--- src/rtl/prog_loader_pkg.sv ---
// Shared definitions for the program loader and its instruction RAM.
package prog_loader_pkg;

  // Loader FSM encoding; kept as plain constants so older tools and
  // checkers can match on raw 3-bit values.
  localparam logic [2:0] HDR_HI  = 3'd0;
  localparam logic [2:0] HDR_LO  = 3'd1;
  localparam logic [2:0] DATA_HI = 3'd2;
  localparam logic [2:0] DATA_LO = 3'd3;
  localparam logic [2:0] CHK     = 3'd4;
  localparam logic [2:0] RUN     = 3'd5;
  localparam logic [2:0] ERR     = 3'd6;

  localparam int          BYTES_PER_WORD = 2;
  localparam logic [15:0] NOP_INSTR      = 16'h0000;

endpackage

--- src/rtl/prog_loader_imem_ram.sv ---
// Instruction RAM: one synchronous write port, one asynchronous read port.
// Contents are deliberately not reset.
module imem_ram #(
  parameter int ADDR_W  = 8,
  parameter int INSTR_W = 16
) (
  input  logic               clk,
  input  logic               we,
  input  logic [ADDR_W-1:0]  waddr,
  input  logic [INSTR_W-1:0] wdata,
  input  logic [ADDR_W-1:0]  raddr,
  output logic [INSTR_W-1:0] rdata
);

  logic [INSTR_W-1:0] mem [2**ADDR_W];

  // Write port
  always_ff @(posedge clk) begin
    if (we) mem[waddr] <= wdata;
  end

  assign rdata = mem[raddr];

endmodule

--- src/rtl/prog_loader.sv ---
// Program loader: accepts a big-endian byte stream (count, words, XOR
// checksum), fills instruction RAM, then releases the core from reset and
// serves instructions addressed by the core's PC.
//
// Handshake: a byte is transferred on a rising edge where in_valid and
// in_ready are both 1; in_valid may drop at any time and the FSM simply
// waits. in_ready depends only on state, never on in_valid.
module prog_loader
  import prog_loader_pkg::*;
#(
  parameter int ADDR_W  = 8,
  parameter int INSTR_W = BYTES_PER_WORD * 8
) (
  input  logic               clk,
  input  logic               rst,
  input  logic [7:0]         in_data,
  input  logic               in_valid,
  output logic               in_ready,
  input  logic               load_req,
  input  logic [15:0]        pc,
  output logic [INSTR_W-1:0] instr,
  output logic               cpu_rst,
  output logic               loaded,
  output logic               err,
  output logic [ADDR_W:0]    words_loaded,
  output logic [2:0]         dbg_state
);

  localparam int         WL_W    = ADDR_W + 1;
  localparam logic [16:0] DEPTH_N = 17'(2**ADDR_W);

  logic [2:0]         state, state_n;
  logic [7:0]         count_hi;
  logic [15:0]        count;
  logic [7:0]         hi_byte;
  logic [7:0]         xor_acc;
  logic               fire;
  logic               we;
  logic [15:0]        n_hdr;
  logic [WL_W-1:0]    wl_next;
  logic [15:0]        wl_next16;
  logic [INSTR_W-1:0] rdata;

  assign in_ready  = (state != RUN) && (state != ERR);
  assign fire      = in_valid && in_ready;
  assign n_hdr     = {count_hi, in_data};
  assign wl_next   = words_loaded + WL_W'(1);
  assign wl_next16 = 16'(wl_next);
  assign err       = (state == ERR);
  assign dbg_state = state;

  // Next-state decode and RAM write strobe
  always_comb begin
    state_n = state;
    we      = 1'b0;
    case (state)
      HDR_HI:  if (fire) state_n = HDR_LO;
      HDR_LO:  if (fire) begin
        if (n_hdr == 16'd0)              state_n = CHK;
        else if ({1'b0, n_hdr} > DEPTH_N) state_n = ERR;
        else                             state_n = DATA_HI;
      end
      DATA_HI: if (fire) state_n = DATA_LO;
      DATA_LO: if (fire) begin
        we      = 1'b1;
        state_n = (wl_next16 == count) ? CHK : DATA_HI;
      end
      CHK:     if (fire) state_n = (in_data == xor_acc) ? RUN : ERR;
      RUN, ERR: if (load_req) state_n = HDR_HI;
      default: state_n = HDR_HI;
    endcase
  end

  // State register plus registered core-control outputs
  always_ff @(posedge clk or posedge rst) begin
    if (rst) begin
      state   <= HDR_HI;
      cpu_rst <= 1'b1;
      loaded  <= 1'b0;
    end else begin
      state   <= state_n;
      cpu_rst <= (state_n != RUN);
      loaded  <= (state_n == RUN);
    end
  end

  // Header, hi-byte, running checksum and word counter
  always_ff @(posedge clk or posedge rst) begin
    if (rst) begin
      count_hi     <= 8'd0;
      count        <= 16'd0;
      hi_byte      <= 8'd0;
      xor_acc      <= 8'd0;
      words_loaded <= '0;
    end else if (fire) begin
      case (state)
        HDR_HI: begin
          count_hi     <= in_data;
          xor_acc      <= in_data;
          words_loaded <= '0;
        end
        HDR_LO: begin
          count   <= n_hdr;
          xor_acc <= xor_acc ^ in_data;
        end
        DATA_HI: begin
          hi_byte <= in_data;
          xor_acc <= xor_acc ^ in_data;
        end
        DATA_LO: begin
          xor_acc      <= xor_acc ^ in_data;
          words_loaded <= wl_next;
        end
        default: ;
      endcase
    end
  end

  imem_ram #(.ADDR_W(ADDR_W), .INSTR_W(INSTR_W)) u_ram (
    .clk   (clk),
    .we    (we),
    .waddr (words_loaded[ADDR_W-1:0]),
    .wdata ({hi_byte, in_data}),
    .raddr (pc[ADDR_W-1:0]),
    .rdata (rdata)
  );

  // Addresses beyond the RAM read as NOP
  assign instr = (|pc[15:ADDR_W]) ? NOP_INSTR : rdata;

endmodule

--- config.mk ---
export PLATFORM = sky130hd
export DESIGN_NAME = prog_loader
export DESIGN_NICKNAME = d
export VERILOG_FILES = /design/src/rtl/prog_loader_pkg.sv /design/src/rtl/prog_loader_imem_ram.sv /design/src/rtl/prog_loader.sv
export SDC_FILE = /design/constraint.sdc
export NUM_CORES = 2
export LEC_CHECK = 0
export BUFFER_PORTS_ARGS = -buffer_cell sky130_fd_sc_hd__buf_2
export CAP_MARGIN = 20
export CORE_MARGIN = 3
export CORE_UTILIZATION = 57
export DETAILED_ROUTE_END_ITERATION = 10
export PLACE_DENSITY_LB_ADDON = 0.3
export SETUP_SLACK_MARGIN = 0.05
export SYNTH_ARGS = -nofsm -noshare
export SYNTH_HDL_FRONTEND = slang
export SYNTH_SLANG_ARGS = --single-unit
--- constraint.sdc ---
create_clock -name clk -period 3.9 [get_ports clk]
set_input_delay 0.39 -clock clk [delete_from_list [all_inputs] [get_ports clk]]
set_output_delay 0.39 -clock clk [all_outputs]
set_load 0.01 [all_outputs]
* Yosys cells after proc, flatten, opt, wreduce, memory -nomap -nowiden
Memory sizes are Yosys's and may differ from the RTL's.
Cells that the tools add are included.
** Storage, ports and cells
- Bits in registers :: 54
- Output and inout port bits :: 32
- Logic and storage cells :: 56
- RAM bits :: 4096
- Input bits :: 28
- Memories kept :: 1
** Memory list
- u_ram.mem :: words 256, width 16, rd ports 1, clocked after memory_dff 0, write ports 1, line prog_loader_imem_ram.sv:15 : logic [INSTR_W-1:0] mem [2**ADDR_W];
** Operators by class
- Bitwise operators :: 1
- Order comparisons :: 1
- $add $sub $neg :: 1
- Equal/unequal tests :: 12
- Reductions and logical operators :: 14
- Mux-type cells :: 18
** Operators by type and width (count)
- $mux 3 :: 9
- $pmux 3 s6 :: 1
- $pmux 9 s2 :: 1
- $eq 9x16->1 :: 1
- $gt 16x9->1 const B :: 1
- $logic_not 16->1 :: 1
- $mux 16 :: 1
- $pmux 8 s2 :: 1
- $eq 3x3->1 const B :: 4
- $reduce_and 2->1 :: 5
- $add 9x1->9 const B :: 1
- $ne 3x3->1 const B :: 3
- $eq 8x8->1 :: 1
- $reduce_or 8->1 :: 1
- $xor 8x8->8 :: 1
- $eq 3x2->1 const B :: 2
- $mux 1 :: 4
- $reduce_bool 2->1 :: 2
- $eq 3x1->1 const B :: 1
- $logic_not 3->1 :: 1
- $reduce_or 3->1 :: 1
- $logic_and 1x1->1 :: 2
- $mux 2 :: 1
- $reduce_or 2->1 :: 1

* Logic depth before layout (Yosys ltp)
- Depth in word-level cells :: 7
- Depth in mapped cells :: 12
- Gate-level depth less buffers :: 8

* Modules after synthesis
From an unflattened synthesis, not the netlist that was laid out.
** Unflattened totals
- Cells, all modules :: 7617
- Area total of the unflattened synthesis :: 161304.7 um^2
** By module, submodules not included
- imem_ram :: area each 158394.4 um^2, cells an instance 7344, instances 1
- prog_loader :: area each 2910.3 um^2, cells an instance 273, instances 1

* Least setup slack after synthesis
OpenSTA, ideal clock, no wires.
- Path kind :: register to register
- Start :: register hi_byte[2]
- End :: memory u_ram.mem[0][10] (data pin)
- Slack :: -84 ps
- Cell stages (with the launch flop) :: 1
- Arrival :: 3181 ps
- Path buffers :: 0
- Library setup time :: 803 ps
- Period minus slack after synthesis :: 3984 ps
- Path through :: dfrtp_1
** RTL lines
- start, declared :: line prog_loader.sv:35 : logic [7:0] hi_byte;
- start signal, assigned :: line prog_loader.sv:107 : hi_byte <= in_data;
- end, declared :: line prog_loader_imem_ram.sv:15
Straight into the memory's write port.

* Worst setup path in the final report
- Start :: memory u_ram.mem[100][1]
- End :: output instr[1]
** Between the ends
- Longest elaborated chain between the ends :: 2
** RTL lines
- $mem_v2 256x16
- $mux 16 :: line prog_loader.sv:129 : assign instr = (|pc[15:ADDR_W]) ? NOP_INSTR : rdata;
- end, declared :: line prog_loader.sv:21 : output logic [INSTR_W-1:0] instr,
Every way passes these cells.

==> results.txt <==
- Area fraction of the dominant cell type after synthesis: 76.40%
- Synth area leaders: sky130_fd_sc_hd__edfxtp_1 (76%), sky130_fd_sc_hd__mux4_2 (9.4%), sky130_fd_sc_hd__mux2i_1 (4.6%)
- In this run the tool buffered the top-level ports with 59 buffer cells.
- For this run, the leading register cell type out of synthesis is sky130_fd_sc_hd__edfxtp_1.
- First DRT Iteration DRCs: 13335
- Area Overhead vs Synth: 15.02%
* Flop2flop setup slack: 0.20 ns
* Residual antenna-violating net count after detailed routing: 0
- Dividing the final minimum period by the clock period gives 102.2%.
- Cell chosen for the clock root: sky130_fd_sc_hd__clkbuf_16
* Floorplan Core Area: 280100 µm²
- Lkg Pwr: 60.47 nW
* Wire length of the first global-routing pass: 616.2 mm
* Final Skew: 0.05368 ns
- Launch instance of the worst min-delay path: in_data[0]
- Nets in the synthesized netlist: 7901
* Clock buffer count from CTS: 405
- Placed cell count: 11900
* Post-Route Hold Slack: 0.3282 ns
- The final count of pins violating max slew came to 0.
- Proportion of synthesized flip-flops having asynchronous set or reset: 1.301%
- For the worst flop-to-flop path, the logic depth is 6.
* Element type at the critical path start: flop
* GRT Util Overall: 29.82%
- Sequential element share of the synthesized area: 77.25%
- Count of endpoints failing hold in the final timing report: 0
- RSZ-0062 raised after global routing: true
* Largest net degree at the start of global routing: 210
- Sinks on Clock Net: 4150
- Antenna violations before repair: 33
* Max Cap Viol: 0
- Across all setup checks in the final design, the least slack found is -0.08477 ns.
* Die height: 537.4 µm
* Max_slew headroom: 14.25%
- Counting along the longest clock path gives a buffer depth of 4.
- Highest fanout seen on the critical path: 2
- Via count of the routed design: 86110
- Post-Syn Area per Cell: 20.46 µm²
- Final-report setup violation count: 5
* RR Endpoint: u_ram.mem[65][7]
- The Yosys step of the flow raised 0 warnings.
- Worst IR drop on VDD: 0.0004793 V
- The floorplan has 194 rows.
* Horizontal die dimension: 537.4 µm
- Drt drc: 0
- Overall power consumption: 101.0 mW
- At the end of routability-driven placement, the weighted congestion stood at 0.9321.
- Counting flops and latches in the post-synthesis netlist gives 4150.
- By startpoint and endpoint, the worst setup path is classified as flop to output pin.
* Number of optimization iterations in the first detailed-route pass: 8
* Number of distinct standard cells referenced by the synthesized netlist: 69
- The number of global-route vias before repair is 84073.
- In the synthesized netlist, the number of instances is 7869.
- Worst Tran Pin Value: 1.286 ns
- Class of the most critical hold timing path: input pin to flop
- The run finished, with violations left.
* TritonCTS clock tree: yes
- In this run the critical register-to-register path is launched from dbg_state[2].
- Shortest period the worst path allows: 3.985 ns
- Detailed Place HPWL: 260.6 mm
* Hold path cells: 2
- STA classifies the critical path endpoint as an output pin.
- DP Area: 170200 µm²
* Violated checks: negative setup slack
- Clock insertion delay at the later pin of the skew report: 0.97 ns
- The total overflow left after global routing is 0.
* Highest Clock Rate: 0.2510 GHz
- Die footprint: 288800 µm²
* Cell area power density: 545.6 nW/µm²
* Crit path DAT: 3.59 ns
- The cell area that synthesis handed to floorplanning was 161000 µm².
* Count of flip-flops with a built-in enable after synthesis: 4096
- The path with the worst hold slack has its endpoint at u_ram.mem[153][0].
- DR WL/cell: 34.10 µm
- Yosys top cell by area: sky130_fd_sc_hd__edfxtp_1
- At the worst endpoint, the required time is 3.51 ns.
- The finished layout holds 12718 standard cells, fillers aside.
* Ratio of cells with drive above 1 in the final layout: 25.89%
- Final #Nets: 8669
- The initial utilization of the core area, before any placement, comes to 57.47%.
- Clock-pin slew on the worst setup and hold paths: 0.07 ns
- The H-tree generated during clock tree synthesis spans 5 levels.
- Design Area, Final: 185200 µm²
- Pin placement for this block handled 60 I/O pins.
- Using the TritonRoute via totals, the vias-per-cell ratio works out to 6.771.
- For this block, the routed nets add up to 433.7 mm of wire.
[metrics by stage]
step / setup TNS, ns / utilization [%] / worst slack, ns
2_1_floorplan: 0 / - / 1.045
6_report: -0.2114 / 66.10 / -0.08477
4_1_cts: -0.08898 / 65.89 / -0.08898
5_1_grt: -0.4044 / 66.09 / -0.1563
3_5_place_dp: -6.711 / 60.78 / -0.9482
3_3_place_gp: -8.132 / 60.77 / -0.9648
[how the worst max path moves through the flow]
stage	end	depth (start not counted)	from	slack [ns]
2_1_floorplan	u_ram.mem[184][0]	4	words_loaded[3]	1.05
3_3_place_gp	instr[1]	12	pc[2]	-0.96
3_5_place_dp	instr[1]	12	pc[1]	-0.95
4_1_cts	instr[1]	9	u_ram.mem[248][1]	-0.09
5_1_grt	instr[1]	10	u_ram.mem[100][1]	-0.16
6_report	instr[1]	10	u_ram.mem[100][1]	-0.08
[logic make-up after synthesis]
family,share of synthesized area (%)
AOI/OAI and AO/OA,4.226
xor gates and xnor gates,0.1360
adders and majority gates,0.03731
buffers and inverters,1.773
DFF,77.25
muxes,14.52
and+or+nand+nor,2.059
[layer usage]
| layer | up-vias | GRT usage [%] | wire [µm] |
|---|---|---|---|
| li1 | 34483 | - | - |
| met1 | 44818 | 42.27 | 159500 |
| met2 | 5824 | 45.12 | 201400 |
| met3 | 969 | 7.635 | 52610 |
| met4 | 16 | 11.70 | 20070 |
| met5 | - | 0 | 99 |
[cells in the mapped netlist (all sizes together), types with 28 or more instances]
cell type,number
o22ai,183
nand2,156
mux4,691
nor3,39
clkbuf,217
a21oi,235
mux2,38
edfxtp,4096
o221ai,254
a22oi,93
mux2i,732
dfrtp,53
buf,258
o21ai,143
a211oi,28
nor2,344
nand3,82
[where the power goes]
part | switching, mW | internal (mW)
clock network | 16.8 | 21.7
registers | 1.15 | 52.6
logic | 6.35 | 2.49
total | 24.3 | 76.8
[worst max-delay path: stages, from the launching register on]
cell                        delay, ns
sky130_fd_sc_hd__edfxtp_1        0.34
sky130_fd_sc_hd__mux2i_1         0.10
sky130_fd_sc_hd__o221ai_2        0.26
sky130_fd_sc_hd__a21oi_1         0.14
sky130_fd_sc_hd__o21ai_4         0.23
sky130_fd_sc_hd__a21oi_4         0.11
sky130_fd_sc_hd__a2111oi_4       0.51
sky130_fd_sc_hd__buf_12          0.16
sky130_fd_sc_hd__nor4b_4         0.50
sky130_fd_sc_hd__buf_4           0.22
sky130_fd_sc_hd__buf_6           0.09
[registers in the layout, summed over array words and instances, names as in the netlist, 3 cells and up]
signal,count
u_ram.mem,4096
count,16
words_loaded,9
count_hi,8
hi_byte,8
xor_acc,8
dbg_state,3
[timing repair]
item	in CTS	in global routing
endpoints found under the setup margin	16	26
hold endpoints to repair	236	0
cloned	10	4
hold buffers	13	0
resized for setup	154	69
pin swaps	21	27
setup buffers	18	8
[cells in the final DEF (no fill, tap or decap), drive strengths merged, types with 24 or more instances in the layout]
cell type | synthesis | layout
edfxtp | 4096 | 4096
buf | 258 | 808
mux2i | 732 | 732
mux4 | 691 | 691
clkbuf | 217 | 490
nor2 | 344 | 344
o221ai | 254 | 254
a21oi | 235 | 235
clkinv | 0 | 194
o22ai | 183 | 183
nand2 | 156 | 158
o21ai | 143 | 143
a22oi | 93 | 93
nand3 | 82 | 82
dfrtp | 53 | 53
nor3 | 39 | 39
mux2 | 38 | 38
bufinv | 0 | 35
a211oi | 28 | 28
nand4 | 26 | 26
clkinvlp | 0 | 24
inv | 11 | 24
[area by class of cell]
cell class                 count  area [µm²]
antenna                       13       32.53
clock buffer                 485       10520
clock inverter               266        2559
fill                       17549       94950
inverter                      11       51.30
multi-input combinational   3235       34820
sequential                  4150      124400
tap                         3724        4659
timing repair buffer         834        8147
Note: power is estimated with default switching activity, not from simulation.
